## src/rtl/cycle_sequencer.sv

```systemverilog
// cycle_sequencer: machine-cycle timing for the 5-bit-opcode CPU.
// Sequences each instruction FETCH -> T1 -> T2 -> T3 -> T4. It inserts wait
// states while memory is not ready, and stops on the HALT opcode or on a
// memory-wait timeout.
//
// Ports:
//   clk        system clock, rising edge
//   Reset      asynchronous, active-high reset
//   Run        level; permits starting a new instruction (sampled in IDLE/S4)
//   Opcode     current opcode from IR, valid T1..T4
//   MemReq     memory access requested by control logic (sampled in T3 only)
//   MemReady   memory access completes this cycle
//   Fetch      instruction fetch cycle active
//   IRLoad     IR captures memory data at the next edge
//   T1..T4     one-hot timing strobes
//   Halted     sticky; core stopped
//   Timeout    sticky; stop was caused by a memory-wait timeout
//   InstrCount retired-instruction counter (wraps)
`timescale 1ns/1ps
module cycle_sequencer #(
  parameter int unsigned          OPCODE_W    = 5,
  parameter logic [OPCODE_W-1:0] HALT_OPCODE = 5'h1F,
  parameter int unsigned          WAIT_MAX    = 15,
  parameter int unsigned          CNT_W       = 16
) (
  input  logic                clk,
  input  logic                Reset,
  input  logic                Run,
  input  logic [OPCODE_W-1:0] Opcode,
  input  logic                MemReq,
  input  logic                MemReady,
  output logic                Fetch,
  output logic                IRLoad,
  output logic                T1,
  output logic                T2,
  output logic                T3,
  output logic                T4,
  output logic                Halted,
  output logic                Timeout,
  output logic [CNT_W-1:0]    InstrCount
);

  typedef enum logic [2:0] {
    ST_IDLE,
    ST_FETCH,
    ST_S1,
    ST_S2,
    ST_S3,
    ST_S4,
    ST_HALT
  } state_t;

  localparam logic [7:0] WAIT_LIM = 8'(WAIT_MAX);

  state_t           state_q, state_d;
  logic [7:0]       wait_cnt_q, wait_cnt_d;
  logic             timeout_q, timeout_d;
  logic [CNT_W-1:0] cnt_q, cnt_d;

  // State register
  always_ff @(posedge clk or posedge Reset) begin
    if (Reset) begin
      state_q    <= ST_IDLE;
      wait_cnt_q <= '0;
      timeout_q  <= 1'b0;
      cnt_q      <= '0;
    end else begin
      state_q    <= state_d;
      wait_cnt_q <= wait_cnt_d;
      timeout_q  <= timeout_d;
      cnt_q      <= cnt_d;
    end
  end

  // Next-state logic. The wait counter defaults to zero, so it clears on
  // entry to FETCH/S3 and whenever they advance. It only counts while stalled.
  // Hitting WAIT_LIM while still stalled means this would be stall
  // WAIT_MAX+1, so the core halts.
  always_comb begin
    state_d    = state_q;
    wait_cnt_d = '0;
    timeout_d  = timeout_q;
    cnt_d      = cnt_q;
    unique case (state_q)
      ST_IDLE: begin
        if (Run) state_d = ST_FETCH;
      end
      ST_FETCH: begin
        if (MemReady) begin
          state_d = ST_S1;
        end else if (wait_cnt_q == WAIT_LIM) begin
          state_d   = ST_HALT;
          timeout_d = 1'b1;
        end else begin
          wait_cnt_d = wait_cnt_q + 8'd1;
        end
      end
      ST_S1: state_d = ST_S2;
      ST_S2: state_d = ST_S3;
      ST_S3: begin
        if (!MemReq || MemReady) begin
          state_d = ST_S4;
        end else if (wait_cnt_q == WAIT_LIM) begin
          state_d   = ST_HALT;
          timeout_d = 1'b1;
        end else begin
          wait_cnt_d = wait_cnt_q + 8'd1;
        end
      end
      ST_S4: begin
        cnt_d = cnt_q + 1'b1;
        if (Opcode == HALT_OPCODE) state_d = ST_HALT;
        else if (Run)              state_d = ST_FETCH;
        else                       state_d = ST_IDLE;
      end
      ST_HALT: state_d = ST_HALT;
      default: state_d = ST_IDLE;
    endcase
  end

  // Outputs: Moore decode of the state register. IRLoad is the only output
  // that also depends on an input.
  always_comb begin
    Fetch      = 1'b0;
    T1         = 1'b0;
    T2         = 1'b0;
    T3         = 1'b0;
    T4         = 1'b0;
    Halted     = 1'b0;
    unique case (state_q)
      ST_FETCH: Fetch  = 1'b1;
      ST_S1:    T1     = 1'b1;
      ST_S2:    T2     = 1'b1;
      ST_S3:    T3     = 1'b1;
      ST_S4:    T4     = 1'b1;
      ST_HALT:  Halted = 1'b1;
      default:  ;
    endcase
    IRLoad     = Fetch & MemReady;
    Timeout    = timeout_q;
    InstrCount = cnt_q;
  end

endmodule

```

## config.mk

```make
export PLATFORM = sky130hd
export DESIGN_NAME = cycle_sequencer
export DESIGN_NICKNAME = d
export VERILOG_FILES = /design/src/rtl/cycle_sequencer.sv
export SDC_FILE = /design/constraint.sdc
export NUM_CORES = 1
export LEC_CHECK = 0
export ABC_CLOCK_PERIOD_IN_PS = 3380
export CAP_MARGIN = 20
export CELL_PAD_IN_SITES_DETAIL_PLACEMENT = 1
export CELL_PAD_IN_SITES_GLOBAL_PLACEMENT = 2
export CORE_ASPECT_RATIO = 1.1
export CORE_MARGIN = 4
export CORE_UTILIZATION = 30
export CTS_CLUSTER_SIZE = 20
export DETAILED_ROUTE_END_ITERATION = 16
export PLACE_DENSITY_LB_ADDON = 0.15
export SETUP_SLACK_MARGIN = 0.2
export SLEW_MARGIN = 40
export SYNTH_ARGS = -nofsm -noshare
export SYNTH_HDL_FRONTEND = slang
export SYNTH_SLANG_ARGS = --single-unit
```

## constraint.sdc

```tcl
create_clock -name clk -period 3.38 [get_ports clk]
set_input_delay 0.676 -clock clk [delete_from_list [all_inputs] [get_ports clk]]
set_output_delay 0.676 -clock clk [all_outputs]
set_load 0.02 [all_outputs]
```

==> reports/metrics.cfg, run 1 <==
[yosys]
synth_cells = 142
synth_edf_count = 0
avgSynthCellArea_um2 = 10.1
ys_types = 34
ys_warn_count = 0
synth_area_leaders = dfrtp_1, xnor2_1, xor2_1
syn_area_mm2 = 0.00144
synth_top_area_frac = 0.487
synthArstFlopShare = 1.00
ys_seq_area_frac = 0.487
synth_ff_type = dfrtp_1
synth-seq-cells = 28
syn-num-nets = 154
yosysTopAreaCell = dfrtp_1

[sta]
hold_viol = 0
drv_slew = 0
fin_crit_ps = 2860
setup_viol = 0
skew_ps = 4.68
period_share = 0.846
rsz0062_at_grt = no
tightest_slew_ps = 599
slew_headroom = 0.597
fmax_mhz = 350
tns_ps = 0

[setup_path]
cp.required_ps = 2700
arrival_ps = 2180
crit_fanout = 17
endpoint_kind = output pin
crit_type = register to output pin
critPathLaunchType = register

[placement]
gp_congestion = 0.777
postPlaceCellArea_mm2 = 0.00180
io_buffers = 33
dpl.hpwl_mm = 2.43

[routing]
vias_per_cell = 5.06
drt_iter0_drc = 55
wl_per_cell_um = 14.2
first_pass_iters = 4
ant_nets = 0
wirelength_mm = 3.25
drc = 0
vias = 1159

[grt]
grt-busiest-layer = met2
grtUsageMet2 = 0.191
grt_start_max_net_pins = 29
grt_pass1_wl_mm = 5.75
grt_usage = 0.123
grt-ovfl-total = 0
grt.met3_usage = 0.0200
grt_pass1_vias = 1195
antenna_found_initial = 0
use_met1 = 0.166

[pwr]
peakVddDrop_mv = 0.235
power.internal_uw = 626
pwr-share-clk = 0.184
power_frac_comb = 0.352
p_sw_frac = 0.377
p_seq_frac = 0.464
p_per_area_mw_per_mm2 = 543
p_leak_nw = 0.795
netSwitchingPower_uw = 378

[finish]
areaGrowthSynthToFinish_pct = 28.5
design_area_mm2 = 0.00185
antennaDiodeCount = 0
fin_nets = 187
drive_above_1_share = 0.0867
final_core_util = 0.397
final_common_cell = clkdlybuf4s50_1
final_cell_mix = clkdlybuf4s50_1, dfrtp_1, xnor2_1

[floorplan]
die_w_um = 74.0
io_pins = 34
die_area_mm2 = 0.00597
row_count = 26
coreArea_mm2 = 0.00465
initial_core_util = 0.309
die-height_um = 80.6

[clocking]
clkLatencyLatePin_ps = 270
clock-sinks = 28
h-tree-depth = 1
cts_resized = 0
clk_pin_slew_ps = 90
cts_buffers = 3
cts_buffer_depth = 2
cts_tree = built
cts_root_buf = clkbuf_8
post-cts-setup-buffers = 0
hold_buffers = 0

[run_status]
outcome = complete, no violations

[min_path]
hp-class = register to register

[run]
maxCapViolations = 0

power groups by stage:
stage	sequential (mW)	clock (mW)	combinational (mW)
4_1_cts	0.467	0.195	0.360
2_1_floorplan	0.439	0	0.265
5_1_grt	0.479	0.209	0.389
6_report	0.466	0.184	0.354
3_5_place_dp	0.473	0	0.357
3_3_place_gp	0.469	0	0.350
synthesized netlist by cell type, types with 6 or more instances:
cell     count
xnor2_1     15
xor2_1       7
nand2_1     14
nand3_1      8
and3_1       6
nor2_2       6
nor2_1       7
dfrtp_1     28
inv_1        6
nor3_1       6
logic make-up (layout without fill, tap and decap cells):
| group | Yosys count | after routing | synth area share |
|---|---|---|---|
| compound gates | 15 | 15 | 0.0775 |
| flops | 28 | 28 | 0.487 |
| fa+ha+maj | 2 | 2 | 0.0174 |
| buf+inv | 12 | 43 | 0.0470 |
| xor+xnor | 22 | 22 | 0.134 |
| simple gates | 63 | 63 | 0.237 |
routing by layer:
| metal | part of all wire | vias to the layer above |
|---|---|---|
| met5 | 0 | - |
| met4 | 0.011 | 0 |
| met3 | 0.053 | 2 |
| met2 | 0.46 | 32 |
| met1 | 0.47 | 573 |
| li1 | - | 552 |
final timing paths:
check                               from             end  slack [ps]  depth (start not counted)
min reg2reg                wait_cnt_q[0]   wait_cnt_q[0]         470                          1
max                           state_q[2]              T4         520                          3
min                        wait_cnt_q[0]   wait_cnt_q[0]         470                          1
max in group asynchronous          Reset   wait_cnt_q[5]        2340                          3
min in group asynchronous          Reset   InstrCount[6]         770                          3
max reg2reg                   state_q[2]  InstrCount[10]        1300                          4
stage by stage:
stage                     power, mW  setup WS (ps)  hold slack, ps  cells
after floorplan               0.703           1310             433    142
after global placement        0.819            720             449    226
after detailed placement      0.830            707             455    226
after CTS                      1.02            507             471    229
after global routing           1.08            324             506    229
final                          1.00            520             475    229
cell type report:
type | count | area [µm²]
fillers | 544 | 2800
repair buffers | 34 | 338
multi-input cells | 102 | 676
flip-flops and latches | 28 | 701
inverters | 6 | 22.5
clock buffers | 3 | 41.3
well taps | 56 | 70.1
sequential cells by signal (all words and copies together) (netlist names):
| register | count |
|---|---|
| InstrCount | 16 |
| state_q | 3 |
| Timeout | 1 |
| wait_cnt_q | 8 |
worst max-delay path, cell delays in order, from the launching register on:
cell and delay, ps:
dfrtp_1 680, nand3b_1 350, inv_1 250, clkdlybuf4s50_1 640
No activity file was read; power rests on OpenSTA's default activity.
==> run 2, diff against run 1 <==
--- a/config.mk
+++ b/config.mk
@@ -5,13 +5,13 @@
 export SDC_FILE = /design/constraint.sdc
 export NUM_CORES = 1
 export LEC_CHECK = 0
-export ABC_CLOCK_PERIOD_IN_PS = 3380
+export ABC_CLOCK_PERIOD_IN_PS = 2550
 export CAP_MARGIN = 20
 export CELL_PAD_IN_SITES_DETAIL_PLACEMENT = 1
 export CELL_PAD_IN_SITES_GLOBAL_PLACEMENT = 2
 export CORE_ASPECT_RATIO = 1.1
 export CORE_MARGIN = 4
-export CORE_UTILIZATION = 30
+export CORE_UTILIZATION = 27
 export CTS_CLUSTER_SIZE = 20
 export DETAILED_ROUTE_END_ITERATION = 16
 export PLACE_DENSITY_LB_ADDON = 0.15
==> constraint.sdc (replaced) <==
create_clock -name clk -period 2.55 [get_ports clk]
set_input_delay 0.51 -clock clk [delete_from_list [all_inputs] [get_ports clk]]
set_output_delay 0.51 -clock clk [all_outputs]
set_load 0.02 [all_outputs]
==> reports/metrics.cfg, run 2 (synthesized netlist as in run 1, its figures left out) <==
[placement]
gp_congestion = 0.739  ; -4.9%
io_buffers = 33  ; unchanged
dpl.hpwl_mm = 2.53  ; +4.1%

[setup_path]
slowest_stage = clkdlybuf4s50_1
crit_type = register to output pin
arrival_ps = 1710  ; -470 ps
cp.required_ps = 2040  ; -660 ps
crit_chain = buf_4 > and3_1 > clkdlybuf4s50_1
critPathMaxStageDelay_ps = 610  ; -70 ps
critPathLaunchType = register
endpoint_kind = output pin
crit_fanout = 8  ; -9

[finish]
drive_above_1_share = 0.113  ; +0.0263
areaGrowthSynthToFinish_pct = 31.1
final_common_cell = clkdlybuf4s50_1
antennaDiodeCount = 0  ; unchanged
largest_reg_flops = 16  ; unchanged
fin_nets = 191  ; +2.1%
final_cell_mix = clkdlybuf4s50_1, dfrtp_1, xnor2_1
fill_cells = 576  ; +5.9%

[pwr]
fin_total_pwr_mw = 1.35  ; +34%
p_leak_nw = 0.860  ; +8.2%
peakVddDrop_mv = 0.262  ; +12%
p_per_area_mw_per_mm2 = 714  ; +31%

[routing]
drc = 0  ; unchanged
first_pass_iters = 3  ; -1
wirelength_mm = 3.34  ; +2.9%
ant_nets = 0  ; unchanged
vias_per_cell = 4.88  ; -3.6%
drt_iter0_drc = 46  ; -16%
vias = 1146  ; -1.1%
wl_per_cell_um = 14.2  ; +0.24%

[floorplan]
die-height_um = 84.5  ; +4.9%
die_area_mm2 = 0.00656  ; +9.9%
io_pins = 34  ; unchanged
die_w_um = 77.6  ; +4.8%
initial_core_util = 0.284  ; -0.0253
coreArea_mm2 = 0.00507  ; +8.9%
row_count = 27  ; +3.8%

[grt]
grt_pass1_wl_mm = 5.96  ; +3.6%
grt_start_max_net_pins = 29  ; unchanged
grt_usage = 0.111  ; -0.0123
antenna_found_initial = 0  ; unchanged
grt_pass1_vias = 1274  ; +6.6%
grt-ovfl-total = 0  ; unchanged

[sta]
slew_headroom = 0.638  ; +0.0402
tns_ps = 0  ; unchanged
skew_ps = 5.66  ; +0.983 ps
fin_crit_ps = 2220
setup_viol = 0  ; unchanged
drv_slew = 0  ; unchanged
hold_viol = 0  ; unchanged
tightest_slew_ps = 539  ; -59.9 ps
rsz0062_at_grt = no
period_share = 0.870
fmax_mhz = 451

[clocking]
cts_buffers = 3  ; unchanged
clkLatencyLatePin_ps = 270  ; about the same
cts_buffer_depth = 2  ; unchanged
h-tree-depth = 1  ; unchanged
clock-sinks = 28  ; unchanged
cts_tree = built
clk_pin_slew_ps = 100  ; about the same
cts_root_buf = clkbuf_8
hold_buffers = 0  ; unchanged

[min_path]
hp-class = register to register

[run]
maxCapViolations = 0  ; unchanged

[run_status]
outcome = complete, no violations

run 2: metrics by stage:
step / instance area [µm²] / util / setup WS [ps] / instances / hold WS (ps)
after floorplan: 1440 / - / 644 / 142 / 433
final: 1880 / 0.372 / 332 / 235 / 471
after global routing: 1880 / 0.372 / 218 / 235 / 501
after CTS: 1870 / 0.369 / 106 / 234 / 474
after global placement: 1830 / 0.360 / 210 / 231 / 448
after detailed placement: 1830 / 0.360 / 185 / 231 / 458
run 2: critical path, delay by kind of cell (launching register included):
kind | cells | cell delay [ps]
flip-flops | 1 | 490
AND/OR/NAND/NOR | 1 | 150
buffers and inverters | 2 | 800
run 2: area by class of cell:
cell class | instances | area [µm²] | share of cell area
repair buffers | 38 | 375 | 0.199
flip-flops and latches | 28 | 703 | 0.373
clock buffers | 3 | 41.3 | 0.0219
multi-input cells | 102 | 669 | 0.355
well taps | 58 | 72.6 | 0.0385
inverters | 6 | 22.5 | 0.0120
run 2: path summary, 6_finish.rpt:
path | start | endpoint | slack [ps] | cells after the start
worst max-delay path | state_q[1] | Halted | 330 | 3
worst min-delay path | InstrCount[15] | InstrCount[15] | 470 | 1
worst max register to register | state_q[2] | wait_cnt_q[5] | 730 | 5
worst min register to register | InstrCount[15] | InstrCount[15] | 470 | 1
max in group asynchronous | Reset | state_q[2] | 1660 | 3
min in group asynchronous | Reset | InstrCount[2] | 610 | 3
run 2: power by group:
| part | switching [mW] | internal, mW | leakage, nW | total [mW] |
|---|---|---|---|---|
| combinational | 0.260 | 0.244 | 0.463 | 0.504 |
| sequential | 0.104 | 0.498 | 0.375 | 0.602 |
| clock | 0.133 | 0.106 | 0.0216 | 0.239 |
| total | 0.497 | 0.848 | 0.860 | 1.35 |
run 2: what timing repair did:
| action | 4_1_cts | 5_1_grt |
|---|---|---|
| setup endpoints to repair | 4 | 4 |
| gates resized for setup | 2 | 3 |
| setup buffers | 0 | 1 |
run 2: metal layers:
| metal | vias up | share of wire | GRT usage |
|---|---|---|---|
| li1 | 558 | - | - |
| met1 | 555 | 0.48 | 0.150 |
| met2 | 29 | 0.47 | 0.169 |
| met3 | 4 | 0.041 | 0.0204 |
| met4 | 0 | 0.015 | 0.0550 |
| met5 | - | 0 | 0 |
